==> src/rtl/tmds_rx_decode.sv <==
// TMDS receive symbol aligner and decoder.
// Hunts for the 10-bit word boundary by looking for a run of control tokens
// at each bit offset, then decodes control, guard-band, TERC4 and video
// symbols at the locked offset. All decoded outputs are registered.
//
// Build option: define TMDS_RX_TERC4_EN to include the TERC4 lookup
// (is_terc/terc); without it those outputs are tied to 0.
//
// state  | meaning
// -------+--------------------------------------------------------------
// S_HUNT | searching; slip one bit after HUNT_LEN cycles without a lock
// S_LOCK | aligned; drop back to S_HUNT after CTL_TIMEOUT cycles with
//        | no control token

module tmds_rx_decode #(
  parameter int CTL_RUN     = 16,
  parameter int HUNT_LEN    = 2048,
  parameter int CTL_TIMEOUT = 4096
) (
  input  logic       clk,
  input  logic       resetq,
  input  logic [9:0] din,
  output logic       locked,
  output logic [3:0] offset,
  output logic       is_ctl,
  output logic       is_guard,
  output logic       is_terc,
  output logic [1:0] ctl,
  output logic [3:0] terc,
  output logic [7:0] vdata
);

  // One timer is shared: hunt dwell time in S_HUNT, control timeout in S_LOCK.
  localparam int TMAX = (HUNT_LEN > CTL_TIMEOUT) ? HUNT_LEN : CTL_TIMEOUT;
  localparam int TW   = (TMAX > 1) ? $clog2(TMAX) : 1;
  localparam int RW   = $clog2(CTL_RUN + 1);

  typedef enum logic {
    S_HUNT = 1'b0,
    S_LOCK = 1'b1
  } state_t;

  state_t        state, state_nxt;
  logic [3:0]    offset_nxt, offset_adv;
  logic [RW-1:0] run, run_nxt;
  logic [TW-1:0] timer, timer_nxt;

  logic [9:0]  prev;
  logic [19:0] w;
  logic [9:0]  sym;

  logic        ctl_hit;
  logic [1:0]  ctl_code;
  logic        guard_hit;
  logic        terc_hit;
  logic [3:0]  terc_code;
  logic [7:0]  t_bits;
  logic [7:0]  vid;

  // Hold the previous word so a symbol spanning two words can be extracted.
  always_ff @(posedge clk or negedge resetq) begin
    if (!resetq) prev <= '0;
    else         prev <= din;
  end

  assign w = {din, prev};

  // Barrel select of the aligned symbol; offsets above 9 never occur.
  always_comb begin
    sym = w[9:0];
    for (int k = 1; k < 10; k++) begin
      if (offset == 4'(k)) sym = w[k +: 10];
    end
  end

  // Control token decode.
  always_comb begin
    ctl_hit  = 1'b0;
    ctl_code = 2'b00;
    case (sym)
      10'b1101010100: begin ctl_hit = 1'b1; ctl_code = 2'b00; end
      10'b0010101011: begin ctl_hit = 1'b1; ctl_code = 2'b01; end
      10'b0101010100: begin ctl_hit = 1'b1; ctl_code = 2'b10; end
      10'b1010101011: begin ctl_hit = 1'b1; ctl_code = 2'b11; end
      default:        begin ctl_hit = 1'b0; ctl_code = 2'b00; end
    endcase
  end

  assign guard_hit = (sym == 10'b1011001100) || (sym == 10'b0100110011);

`ifdef TMDS_RX_TERC4_EN
  // TERC4 lookup, identical to the transmitter's encode table read backwards.
  always_comb begin
    terc_hit  = 1'b1;
    terc_code = 4'b0000;
    case (sym)
      10'b1010011100: terc_code = 4'b0000;
      10'b1001100011: terc_code = 4'b0001;
      10'b1011100100: terc_code = 4'b0010;
      10'b1011100010: terc_code = 4'b0011;
      10'b0101110001: terc_code = 4'b0100;
      10'b0100011110: terc_code = 4'b0101;
      10'b0110001110: terc_code = 4'b0110;
      10'b0100111100: terc_code = 4'b0111;
      10'b1011001100: terc_code = 4'b1000;
      10'b0100111001: terc_code = 4'b1001;
      10'b0110011100: terc_code = 4'b1010;
      10'b1011000110: terc_code = 4'b1011;
      10'b1010001110: terc_code = 4'b1100;
      10'b1001110001: terc_code = 4'b1101;
      10'b0101100011: terc_code = 4'b1110;
      10'b1011000011: terc_code = 4'b1111;
      default:        terc_hit  = 1'b0;
    endcase
  end
`else
  assign terc_hit  = 1'b0;
  assign terc_code = 4'b0000;
`endif

  // TMDS video decode: undo optional inversion, then XOR/XNOR chain.
  always_comb begin
    t_bits = sym[9] ? ~sym[7:0] : sym[7:0];
    vid    = '0;
    vid[0] = t_bits[0];
    for (int i = 1; i < 8; i++) begin
      vid[i] = sym[8] ? (t_bits[i] ^ t_bits[i-1]) : ~(t_bits[i] ^ t_bits[i-1]);
    end
  end

  assign offset_adv = (offset == 4'd9) ? 4'd0 : offset + 4'd1;

  // Next-state logic: run counting, hunt slips and lock timeout.
  always_comb begin
    state_nxt  = state;
    offset_nxt = offset;
    run_nxt    = run;
    timer_nxt  = timer;
    case (state)
      S_HUNT: begin
        if (ctl_hit && (run == RW'(CTL_RUN - 1))) begin
          // Lock takes priority over a coinciding slip.
          state_nxt = S_LOCK;
          run_nxt   = RW'(CTL_RUN);
          timer_nxt = '0;
        end else begin
          if (ctl_hit) run_nxt = run + RW'(1);
          else         run_nxt = '0;
          if (timer == TW'(HUNT_LEN - 1)) begin
            offset_nxt = offset_adv;
            run_nxt    = '0;
            timer_nxt  = '0;
          end else begin
            timer_nxt = timer + TW'(1);
          end
        end
      end
      S_LOCK: begin
        if (ctl_hit) begin
          timer_nxt = '0;
        end else if (timer == TW'(CTL_TIMEOUT - 1)) begin
          state_nxt  = S_HUNT;
          offset_nxt = offset_adv;
          run_nxt    = '0;
          timer_nxt  = '0;
        end else begin
          timer_nxt = timer + TW'(1);
        end
      end
      default: begin
        state_nxt  = S_HUNT;
        offset_nxt = 4'd0;
        run_nxt    = '0;
        timer_nxt  = '0;
      end
    endcase
  end

  // Alignment state registers.
  always_ff @(posedge clk or negedge resetq) begin
    if (!resetq) begin
      state  <= S_HUNT;
      offset <= 4'd0;
      run    <= '0;
      timer  <= '0;
    end else begin
      state  <= state_nxt;
      offset <= offset_nxt;
      run    <= run_nxt;
      timer  <= timer_nxt;
    end
  end

  // Decoded outputs; gated by the next state so they line up with locked.
  always_ff @(posedge clk or negedge resetq) begin
    if (!resetq) begin
      is_ctl   <= 1'b0;
      is_guard <= 1'b0;
      is_terc  <= 1'b0;
      ctl      <= 2'b00;
      terc     <= 4'b0000;
      vdata    <= 8'h00;
    end else if (state_nxt == S_LOCK) begin
      is_ctl   <= ctl_hit;
      is_guard <= guard_hit;
      is_terc  <= terc_hit;
      ctl      <= ctl_code;
      terc     <= terc_code;
      vdata    <= vid;
    end else begin
      is_ctl   <= 1'b0;
      is_guard <= 1'b0;
      is_terc  <= 1'b0;
      ctl      <= 2'b00;
      terc     <= 4'b0000;
      vdata    <= 8'h00;
    end
  end

  assign locked = (state == S_LOCK);

endmodule

==> config.mk <==
export PLATFORM = sky130hd
export DESIGN_NAME = tmds_rx_decode
export DESIGN_NICKNAME = d
export VERILOG_FILES = /design/src/rtl/tmds_rx_decode.sv
export SDC_FILE = /design/constraint.sdc
export NUM_CORES = 1
export LEC_CHECK = 0
export ABC_AREA = 1
export BUFFER_PORTS_ARGS = -buffer_cell sky130_fd_sc_hd__buf_2
export CAP_MARGIN = 20
export CORE_UTILIZATION = 55
export DETAILED_ROUTE_END_ITERATION = 12
export PLACE_DENSITY = 0.76
export SLEW_MARGIN = 10
export SYNTH_ARGS = -nofsm -noshare
export SYNTH_HDL_FRONTEND = slang
export SYNTH_SLANG_ARGS = --single-unit
export TNS_END_PERCENT = 100
==> constraint.sdc <==
create_clock -name clk -period 8.6 [get_ports clk]
set_input_delay 1.72 -clock clk [delete_from_list [all_inputs] [get_ports clk]]
set_output_delay 1.72 -clock clk [all_outputs]
set_load 0.02 [all_outputs]
==> results of run 1 <==
[synth_stat cells, drive strengths merged]
cell type	n
a21boi	1
a21oi	43
and3	1
buf	14
clkbuf	3
clkinv	1
conb	1
dfrtp	44
ha	8
inv	64
nand2	132
nand3	51
nand3b	1
nand4	6
nor2	42
nor4	2
o211ai	4
o21ai	33
o221ai	1
o22ai	1
xnor2	9
xor2	10
[report_power, final]
part | switching [mW] | leakage (nW) | internal (mW) | total [mW]
Combinational | 0.0286 | 1.18 | 0.0140 | 0.0426
Clock | 0.0730 | 0.0400 | 0.0551 | 0.128
Sequential | 0.00278 | 0.577 | 0.209 | 0.212
[layout make-up]
type | count | area [µm²]
clock buffer | 5 | 68.82
timing repair buffer | 29 | 160.2
inverter | 65 | 249.0
tap | 75 | 93.84
clock inverter | 2 | 12.51
sequential | 44 | 1101
fill | 566 | 2318
multi-input combinational | 350 | 1952
[critical path, stage by stage]
cell and delay [ns]:
sky130_fd_sc_hd__buf_2 0.13, sky130_fd_sc_hd__inv_1 0.08, sky130_fd_sc_hd__o21ai_0 0.17, sky130_fd_sc_hd__inv_1 0.06, sky130_fd_sc_hd__nand2_1 0.06, sky130_fd_sc_hd__nand2_1 0.05, sky130_fd_sc_hd__nand2_1 0.05, sky130_fd_sc_hd__nand2_1 0.06
sky130_fd_sc_hd__a21oi_2 0.16, sky130_fd_sc_hd__ha_1 0.17, sky130_fd_sc_hd__nand2_1 0.06, sky130_fd_sc_hd__nor2_1 0.35, sky130_fd_sc_hd__nand2_8 0.11, sky130_fd_sc_hd__nand2_8 0.12, sky130_fd_sc_hd__nand2_4 0.08, sky130_fd_sc_hd__nand2_2 0.27
sky130_fd_sc_hd__a21boi_1 0.11
[per-stage QoR]
| stage | worst slack (ns) | cells | area, µm² | total power, mW |
|---|---|---|---|---|
| floorplan | 5.138 | 476 | 3420 | 0.2435 |
| global placement | 4.754 | 562 | 3536 | 0.2559 |
| detailed placement | 4.671 | 562 | 3536 | 0.2569 |
| CTS | 4.979 | 569 | 3617 | 0.3845 |
| global route | 4.669 | 570 | 3637 | 0.4001 |
| finish | 4.966 | 570 | 3637 | 0.3825 |
[flip-flops by register name (all words and copies together) (netlist names)]
name / cells
ctl: 2
is_ctl: 1
is_guard: 1
locked: 1
offset: 4
prev: 10
run: 5
timer: 12
vdata: 8
[path summary, 6_finish.rpt]
check	startpoint	endpoint	slack, ns
setup / recovery	din[2]	timer[1]	4.97
hold / removal	timer[0]	timer[0]	0.45
setup reg to reg	offset[3]	timer[1]	5.00
hold reg to reg	timer[0]	timer[0]	0.45
max in group asynchronous	resetq	prev[8]	6.87
min in group asynchronous	resetq	prev[2]	1.26
[logic make-up (layout without fill, tap and decap cells)]
group | count (synthesis) | count (layout) | share of synthesized area
AND/OR/NAND/NOR | 235 | 235 | 0.3429
AO/OA/AOI/OAI | 83 | 83 | 0.1466
buffers and inverters | 82 | 101 | 0.1077
flip-flops | 44 | 44 | 0.3234
XOR/XNOR | 19 | 19 | 0.04888
adder cells (fa/ha/maj) | 8 | 8 | 0.02940
other | 1 | 5 | 0.001101
[per-layer routing]
metal / part of all wire / vias to the layer above / global-route usage
met1: 0.45 / 1403 / 0.3039
met4: 0.010 / 0 / 0.05893
met5: 0 / - / 0
met3: 0.051 / 12 / 0.04091
li1: - / 1555 / -
met2: 0.49 / 97 / 0.4517
==> reports/results.txt, run 1 <==
Across all layers, the routed design uses 3067 vias. Endpoint arrival time on the critical path: 3.81 ns. After clock tree synthesis, the setup repair step added 0 buffers.

The portion of synthesized cell area occupied by the leading cell type came out at 0.3234. Category of the worst setup path capture point: a flop. Routed wirelength normalized by instance count: 13.11 µm. The static power due to leakage is 1.800 nW.

The final setup skew is 0.005918 ns. The die covers 6508 µm². The count of distinct cell types in the synthesized netlist was 37. Of all cell types, the one taking the most synthesized area is sky130_fd_sc_hd__dfrtp_1. The detailed router finished its first iteration with 243 violations. The final count of pins violating max slew was 0; the count of cells along the worst hold path was 1. By area the synthesized netlist is led by sky130_fd_sc_hd__dfrtp_1, sky130_fd_sc_hd__nand2_1, sky130_fd_sc_hd__nand3_1. The setup path with the least slack is of type input port to flop.

The tools report the worst hold slack after final layout as 0.4529 ns. The clock latency on the worst-skew pair was 0.30 ns. Synthesis-to-layout area growth: 6.836%. Clock-pin slew was measured on the worst setup and hold paths at 0.08 ns. In the routed design, unresolved DRC markers number 0. In this run, post-CTS repair resized a total of 0 instances. STA classifies the critical path startpoint as an input port.

The total area inside the core boundary comes to 5956 µm². The total of warnings raised by yosys is 0, and the total wire length after detailed routing is 7470 µm. For this run the aggregate overflow at the end of global routing stands at 0. The cell count after synthesis came out at 472.

The number of register bits inferred by synthesis is 44. The top cell types in the final layout, fill and taps aside, are sky130_fd_sc_hd__nand2_1, sky130_fd_sc_hd__inv_1, sky130_fd_sc_hd__nand3_1, sky130_fd_sc_hd__dfrtp_1, sky130_fd_sc_hd__nor2_1. The placement row count is 28, and the detailed placement HPWL is 5509 µm.

Data on the critical path is required at its endpoint by 8.78 ns. The number of cells on the worst reg-to-reg path is 21. Post-route setup TNS: 0 ns. At the pin with the least slew margin, the transition time is 0.6723 ns. The tools report the worst slew margin relative to its limit as 0.5477. The tools report the initial antenna violation count as 0. 34 I/O pins were placed. The run gives 44 as the count of clock tree sinks. For the achievable clock frequency, the log shows 275.2 MHz. The repair_antennas step left the layout with diodes totalling 0. The proportion of layout cells with a drive suffix above 1 was 0.1778; the effective utilization at floorplan was 0.5716. The first global-routing pass estimated 12680 µm of wire. Measured along the y axis, the die boundary spans 80.68 µm. IR analysis of the VDD net gives a maximum drop of 0.1006 mV. Across the run, the number of max-cap violations was 0.

Buffers inserted to repair hold after CTS numbered 0. The die is 80.68 µm wide. The final cycle utilization of the critical path was 0.4226.

In this run the worst path has a maximum fanout of 11. The library cell used most frequently in the layout, excluding fill and tap cells, is sky130_fd_sc_hd__nand2_1. TritonCTS built the clock tree.

The number of global-route vias before repair is 2898. The tightest min-delay check is of the flop to flop type. In this run the remaining antenna-violating nets after routing total 0. During placement, the flow inserted port buffers numbering 28. The maximum number of buffers from clock root to sink came out at 2. For the number of setup violations in the final report, the log shows 0. Clock tree synthesis selected as its root buffer the cell sky130_fd_sc_hd__clkbuf_8. The clock period could shrink to 3.634 ns.

The flow ran to the end, and the final reports show no timing, DRC or antenna violations. Largest net degree at the start of global routing: 45. TritonCTS created 5 clock buffers. The utilization after layout was 0.6107. Setup repair after global routing left no endpoint under its margin.

The combined global-route utilization of all metal layers was 0.2489. The CTS H-tree depth was 2; the synthesized area was 3405 µm². A synthesized cell averages 7.213 µm². The power density over cell area was 105.2 nW/µm².

Post-synthesis sequential area ratio: 0.3234. The detail-routed via count per cell was 5.381. The run gives 0 as the hold violation count in the final report. After the last flow step, the layout net total stands at 515.

The pre-antenna-repair detailed-routing pass consisted of 6 iterations. The congestion estimate from routability-driven global placement came to 0.9536.
(Power assumes the default switching activity.)
==> inputs of run 2 (changes only) <==
==> constraint.sdc (replaced) <==
create_clock -name clk -period 3.65 [get_ports clk]
set_input_delay 0.73 -clock clk [delete_from_list [all_inputs] [get_ports clk]]
set_output_delay 0.73 -clock clk [all_outputs]
set_load 0.02 [all_outputs]
==> reports/results.txt, run 2 (same netlist as run 1, synthesis figures left out) <==
Most common cell after layout, fill and taps aside: sky130_fd_sc_hd__nand2_1 (unchanged). The synthesis-to-layout area growth is 7.571% (was 6.836%). The residual overflow from global routing came out at 0 (unchanged).

For the first-pass GRT wire length, the log shows 12720 µm (was 12680 µm). The run gives 44 (unchanged) as the count of clock tree sinks. The tools report the worst slew margin relative to its limit as 0.5738 (was 0.5477). Detail-routed via count per cell: 5.378 (was 5.381). The clock-pin slew of the registers on the worst-case setup and hold paths was 0.09 ns (was 0.08 ns); the flip-flop count of the largest register after layout was 12 (unchanged). The fraction of met1 tracks used by global routing is 0.3055 (was 0.3039).

The routed wirelength normalized by instance count was 13.09 µm (was 13.11 µm). The logs give 5 (was 6) for the number of iterations in the first detailed-routing pass and 5956 µm² (unchanged) for the area inside the core boundary. Count of boundary I/O pins: 34 (unchanged). The count of nets after finishing came out at 515 (unchanged). The combined global-route utilization of all metal layers was 0.2493 (was 0.2489); the initial antenna violation count was 0 (unchanged). For the post-route setup TNS, the log shows 0 ns (unchanged).

The static power due to leakage is 1.811 nW (was 1.800 nW), and the CTS H-tree depth is 2 (unchanged). The logs give 0 (unchanged) for the number of setup violations in the final report and 263 (was 243) for the violation count after the first detailed-route iteration. The most congested layer reported by global routing is met2 (unchanged).

The weighted congestion at the end of routability-driven global placement is 1.001 (was 0.9536), and the minimum period implied by the final worst setup slack is 3.273 ns. The logs give 0.03295 (was 0.04091) for the met3 capacity usage during global routing and 3.47 ns (was 3.81 ns) for the endpoint arrival time on the critical path. The top register by number of flip-flops is timer (unchanged).

The tools report the number of nets with antenna violations after detailed routing as 0 (unchanged). The residual DRC count is 0 (unchanged). TritonCTS built the clock tree.

For the post-CTS setup buffer count, the log shows 0 (unchanged). The cell at the root of the clock tree is sky130_fd_sc_hd__clkbuf_8 (unchanged). The transition at the pin with the smallest max-transition slack was 0.6335 ns (was 0.6723 ns). Cell type of the slowest stage on the worst timing path: sky130_fd_sc_hd__dfrtp_1 (was sky130_fd_sc_hd__nor2_1).

The worst path required time came out at 3.84 ns (was 8.78 ns). Critical path, cell by cell: nand2_1 > nor2_4 > inv_2 > o211ai_1 > a21oi_1 > o221ai_1 > o211ai_1 > a21oi_1 > ha_1 > nand3_1 > nor2_2 > nand3_4 > nand3_4 > nand2_4 > nand2_4 > nand2_2 > nand2_1 > inv_1 (was buf_2 > inv_1 > o21ai_0 > inv_1 > nand2_1 > nand2_1 > nand2_1 > nand2_1 > a21oi_2 > ha_1 > nand2_1 > nor2_1 > nand2_8 > nand2_8 > nand2_4 > nand2_2 > a21boi_1). The total wire length after detailed routing was 7450 µm (was 7470 µm); the number of input and output port buffers inserted was 28 (unchanged). Total number of vias: 3060 (was 3067).

The die extent in x was 80.68 µm (unchanged). The run finished with clean final reports. Clock latency on the worst-skew pair: 0.29 ns (was 0.30 ns). The tools report the total of max-cap violations as 0 (unchanged). The worst stage delay on the critical path came out at 0.52 ns (was 0.35 ns). Highest-count cells in the layout ignoring fill and taps: sky130_fd_sc_hd__nand2_1, sky130_fd_sc_hd__inv_1, sky130_fd_sc_hd__nand3_1, sky130_fd_sc_hd__dfrtp_1 (was sky130_fd_sc_hd__nand2_1, sky130_fd_sc_hd__inv_1, sky130_fd_sc_hd__nand3_1, sky130_fd_sc_hd__dfrtp_1, sky130_fd_sc_hd__nor2_1).

Post-route worst setup slack: 0.3768 ns (was 4.966 ns). The launching element type of the critical path is a flop (was an input port). The detailed placement HPWL is 5629 µm (was 5509 µm).

The TritonCTS buffer count is 5 (unchanged), and the achievable clock frequency is 305.5 MHz. For the floorplan die area, the log shows 6508 µm² (unchanged). The final cycle utilization of the critical path was 0.8968; the effective utilization at floorplan was 0.5716 (unchanged). The proportion of layout cells with a drive suffix above 1 works out to 0.1781 (was 0.1778). The final count of pins violating max slew is 0 (unchanged). The run gives 0.2817 ns (was 4.671 ns) as the worst slack at placement. The largest net degree at the start of global routing is 45 (unchanged), and the total of hold buffers inserted after clock tree synthesis is 0 (unchanged).

The y dimension of the die works out to 80.68 µm (unchanged). The number of buffer and inverter instances along the worst setup path is 2 (was 3), and the met2 usage is 0.4475 (was 0.4517). The power density over cell area works out to 261.4 nW/µm² (was 105.2 nW/µm²). Setup repair after global routing left no endpoint under its margin. The final setup skew is 0.009581 ns (was 0.005918 ns).

The worst voltage drop across the vdd grid was 0.1650 mV (was 0.1006 mV); the maximum fanout along the worst path was 11 (unchanged). The logs give 28 (unchanged) for the placement row count and 0 (unchanged) for the number of antenna repair diodes. The maximum number of buffers from clock root to sink is 2 (unchanged). For the hold violation count in the final report, the log shows 0 (unchanged). The type of the worst setup path is flop to flop (was input port to flop). The category of the worst setup path capture point was a flop (unchanged). The cell class contributing the biggest share of worst-path delay is simple AND/OR/NAND/NOR gates (unchanged).

The tools report the number of global-route vias before repair as 2939 (was 2898). Registers with the most flip-flops: timer: 12 flops, prev: 10 flops, vdata: 8 flops (unchanged). Class of the tightest hold or removal check: input port to async pin (was flop to flop).
run 2: changes by cell type in the layout (fill, tap and decap cells not counted):
cell                         before  now
sky130_fd_sc_hd__clkinvlp_4       1    0
sky130_fd_sc_hd__nor2_2           2    3
sky130_fd_sc_hd__nor2_1          32   31
sky130_fd_sc_hd__nand2_4          3    4
sky130_fd_sc_hd__clkinv_2         1    0
sky130_fd_sc_hd__nand2_2          6    5
sky130_fd_sc_hd__bufinv_16        0    1
run 2: timing repair:
item,4_1_cts,5_1_grt
endpoints found under the setup margin,0,11
gates resized for setup,0,2
hold endpoints to repair,0,0
run 2: report_power, final:
| part | switching [mW] | internal [mW] |
|---|---|---|
| clock network | 0.160 | 0.197 |
| logic | 0.0680 | 0.0328 |
| registers | 0.00720 | 0.493 |
run 2: cell type report:
cell class / count / area [µm²]
Timing Repair Buffer: 29 / 160.2
Clock buffer: 5 / 68.82
Tap cell: 75 / 93.84
Inverter: 65 / 249.0
Multi-Input combinational cell: 350 / 1959
Sequential cell: 44 / 1101
Fill cell: 562 / 2293
Clock inverter: 1 / 30.03
run 2: through the flow:
stage | instance area (µm²) | total power, mW | instances | hold slack, ns | util
floorplan | 3420 | 0.5736 | 476 | 0.4277 | -
finish | 3662 | 0.9572 | 569 | 0.3009 | 0.6149
CTS | 3635 | 0.9595 | 568 | 0.4613 | 0.6103
global route | 3662 | 0.9949 | 569 | 0.3038 | 0.6149
detailed placement | 3536 | 0.6068 | 562 | 0.4508 | 0.5937
global placement | 3536 | 0.6056 | 562 | 0.4417 | 0.5937
run 2: worst paths after layout:
check / depth (start not counted) / to / from / slack, ns
max reg2reg: 18 / timer[8] / offset[1] / 0.38
max: 18 / timer[8] / offset[1] / 0.38
min: 1 / prev[4] / resetq / 0.30
max in group asynchronous: 2 / prev[6] / resetq / 2.90
min in group clk: 1 / timer[0] / timer[0] / 0.46
min reg2reg: 1 / timer[0] / timer[0] / 0.46
run 2: routing by layer:
metal | part of all wire | vias to the layer above | wire length (µm)
met5 | 0 | - | 0
met4 | 0.015 | 0 | 112
met3 | 0.039 | 14 | 294
met2 | 0.50 | 91 | 3705
met1 | 0.45 | 1404 | 3336
li1 | - | 1551 | -
==> inputs of run 3 (changes only) <==
==> constraint.sdc (replaced) <==
create_clock -name clk -period 3.8 [get_ports clk]
set_input_delay 0.76 -clock clk [delete_from_list [all_inputs] [get_ports clk]]
set_output_delay 0.76 -clock clk [all_outputs]
set_load 0.02 [all_outputs]
==> reports/results.txt, run 3 (same netlist as run 1, synthesis figures left out) <==
The flow ran to the end, and the final reports show no timing, DRC or antenna violations. The most common cell after layout, fill and taps aside was sky130_fd_sc_hd__nand2_1 (unchanged). The y dimension of the die is 80.68 µm (unchanged). The power density over cell area is 250.0 nW/µm² (was 261.4 nW/µm²). Number of global-route vias before repair: 2917 (was 2939). Class of the tightest hold or removal check: flop to flop (was input port to async pin). The number of placed cells counting well taps was 562 (unchanged). The achievable clock frequency is 294.4 MHz (was 305.5 MHz). In this run the most critical hold path is launched from timer[0]. The worst reg-to-reg path cell count was 18 (unchanged); the proportion of layout cells with a drive suffix above 1 was 0.1761 (was 0.1781). The tools report the initial antenna violation count as 0 (unchanged).

Post-route setup TNS: 0 ns (unchanged). The clock latency on the worst-skew pair was 0.29 ns (about the same); the count of cells along the worst hold path was 1. Total number of vias: 3067 (was 3060).

The effective utilization at floorplan is 0.5716 (unchanged). Transition at the pin with the smallest max-transition slack: 0.6756 ns (was 0.6335 ns). The flip-flop count of the largest register after layout is 12 (unchanged), and the clock-pin slew of the registers on the worst-case setup and hold paths is 0.07 ns (was 0.09 ns). The residual overflow from global routing came out at 0 (unchanged). Worst slack at placement: 0.4400 ns (was 0.2817 ns). Registers with the most flip-flops: timer: 12 flops, prev: 10 flops, vdata: 8 flops (unchanged). The run gives 5574 µm (was 5629 µm) as the detailed placement HPWL. TritonCTS built the clock tree. For the post-route worst setup slack, the log shows 0.4030 ns (was 0.3768 ns). Type of the worst setup path: flop to flop (unchanged).

The minimum period implied by the final worst setup slack is 3.397 ns (was 3.273 ns), and the number of nets with antenna violations after detailed routing is 0 (unchanged). The combined global-route utilization of all metal layers is 0.2487 (was 0.2493), and the die extent in x is 80.68 µm (unchanged). The worst path required time was 3.97 ns (was 3.84 ns).

The number of iterations in the first detailed-routing pass is 5 (unchanged). The tools report the total wire length after detailed routing as 7350 µm (was 7450 µm). The tools report the weighted congestion at the end of routability-driven global placement as 1.001 (about the same). The run gives 0 (unchanged) as the number of antenna repair diodes. The final cycle utilization of the critical path was 0.8939 (was 0.8968).

The detailed-route wire length on metal 1 came out at 3251 µm (was 3336 µm). The path with the worst hold slack has its endpoint at timer[0]. The count of clock tree sinks was 44 (unchanged). The post-CTS setup buffer count is 0 (unchanged). The largest net degree at the start of global routing was 45 (unchanged). The logs give 5 (unchanged) for the TritonCTS buffer count and 0.40 ns (was 0.38 ns) for the internal reg-to-reg setup slack. The final setup skew is 0.007971 ns (was 0.009581 ns), and the total cell area at the placement stage is 3536 µm² (unchanged).

The tools report the placement row count as 28 (unchanged). The CTS H-tree depth was 2 (unchanged); the count of boundary I/O pins was 34 (unchanged). The number of input and output port buffers inserted is 28 (unchanged), and the number of setup violations in the final report is 0 (unchanged). The count of nets after finishing was 515 (unchanged); the hold violation count in the final report was 0 (unchanged). The logs give 569 (unchanged) for the final cell count without fillers and 0 (unchanged) for the total of cells resized after clock tree synthesis.

The area inside the core boundary is 5956 µm² (unchanged), and the endpoint arrival time on the critical path is 3.57 ns (was 3.47 ns). Total of hold buffers inserted after clock tree synthesis: 0 (unchanged). The top register by number of flip-flops was timer (unchanged). The tools report the total of max-cap violations as 0 (unchanged). The endpoint of the worst register-to-register path is timer[1] (was timer[8]). The maximum fanout along the worst path was 11 (unchanged); the floorplan die area was 6508 µm² (unchanged). The tools report the start of the worst register-to-register path as offset[1] (unchanged). The tools report the final design instance area without fill as 3662 µm² (unchanged). The category of the worst setup path capture point was a flop (unchanged). For the worst voltage drop across the vdd grid, the log shows 0.2076 mV (was 0.1650 mV). The length of routed met2 wiring was 3675 µm (was 3705 µm). The first-pass GRT wire length is 12630 µm (was 12720 µm), and the met3 routed wirelength is 338 µm (was 294 µm).

The detail-routed via count per cell works out to 5.390 (was 5.378). Highest-count cells in the layout ignoring fill and taps: sky130_fd_sc_hd__nand2_1, sky130_fd_sc_hd__inv_1, sky130_fd_sc_hd__nand3_1, sky130_fd_sc_hd__dfrtp_1, sky130_fd_sc_hd__nor2_1 (was sky130_fd_sc_hd__nand2_1, sky130_fd_sc_hd__inv_1, sky130_fd_sc_hd__nand3_1, sky130_fd_sc_hd__dfrtp_1). Setup repair after global routing left no endpoint under its margin. The final count of pins violating max slew is 0 (unchanged). The top layer used by detailed routing was met4 (unchanged). The worst slew margin relative to its limit is 0.5455 (was 0.5738), and the violation count after the first detailed-route iteration is 210 (was 263).

Routed wirelength normalized by instance count: 12.92 µm (was 13.09 µm). The synthesis-to-layout area growth came out at 7.571% (unchanged). The tools report the cell at the root of the clock tree as sky130_fd_sc_hd__clkbuf_8 (unchanged). The static power due to leakage was 1.814 nW (was 1.811 nW); the maximum number of buffers from clock root to sink was 2 (unchanged).

The residual DRC count was 0 (unchanged). The tools report the launching element type of the critical path as a flop (unchanged).
==> run 3: per-stage QoR <==
| step | util | hold WS [ns] | total power [mW] |
|---|---|---|---|
| after global routing | 0.6149 | 0.4784 | 0.9551 |
| after CTS | 0.6103 | 0.4596 | 0.9221 |
| after floorplan | - | 0.4277 | 0.5510 |
| after detailed placement | 0.5937 | 0.4490 | 0.5825 |
| after global placement | 0.5937 | 0.4417 | 0.5817 |
| final | 0.6149 | 0.4527 | 0.9156 |
==> run 3: cell type report <==
type | count | area [µm²]
Inverter | 65 | 249.0
Fill cell | 586 | 2293
Multi-Input combinational cell | 350 | 1952
Clock inverter | 1 | 30.03
Clock buffer | 5 | 68.82
Sequential cell | 44 | 1101
Tap cell | 75 | 93.84
Timing Repair Buffer | 29 | 167.7
==> run 3: worst max-delay path: stages, from the launching register on <==
cell and delay [ns]:
sky130_fd_sc_hd__dfrtp_1 0.51, sky130_fd_sc_hd__nand2_1 0.25, sky130_fd_sc_hd__nor2_4 0.30, sky130_fd_sc_hd__inv_2 0.14, sky130_fd_sc_hd__nand2_1 0.09, sky130_fd_sc_hd__o211ai_1 0.08
sky130_fd_sc_hd__a21oi_1 0.15, sky130_fd_sc_hd__o221ai_1 0.11, sky130_fd_sc_hd__o211ai_1 0.15, sky130_fd_sc_hd__nand2_1 0.07, sky130_fd_sc_hd__o21ai_0 0.12, sky130_fd_sc_hd__ha_1 0.23
sky130_fd_sc_hd__nand2_1 0.06, sky130_fd_sc_hd__nor2_1 0.31, sky130_fd_sc_hd__nand2_8 0.10, sky130_fd_sc_hd__nand2_8 0.12, sky130_fd_sc_hd__nand2_4 0.07, sky130_fd_sc_hd__nand2_2 0.28
sky130_fd_sc_hd__a21boi_1 0.11
==> run 3: routing by layer <==
| metal | GRT usage | up-vias |
|---|---|---|
| met5 | 0 | - |
| met4 | 0.06786 | 0 |
| met3 | 0.04659 | 10 |
| met2 | 0.4517 | 84 |
| met1 | 0.2962 | 1421 |
| li1 | - | 1552 |
==> run 3: power breakdown <==
part,internal [mW],leakage [nW],switching [mW],total (mW)
Sequential,0.473,0.577,0.00692,0.480
Clock,0.189,0.0501,0.150,0.338
Combinational,0.0323,1.19,0.0649,0.0972
Total,0.694,1.81,0.221,0.916
==> run 3: worst max-delay path by stage <==
stage                          from       end  slack, ns  cells after the start
after floorplan           offset[3]    run[3]       0.82                     22
after global placement    offset[1]  timer[1]       0.48                     22
after detailed placement  offset[1]  timer[1]       0.44                     18
after CTS                 offset[1]  timer[1]       0.41                     18
after global routing      offset[1]  timer[1]       0.06                     22
final                     offset[1]  timer[1]       0.40                     18
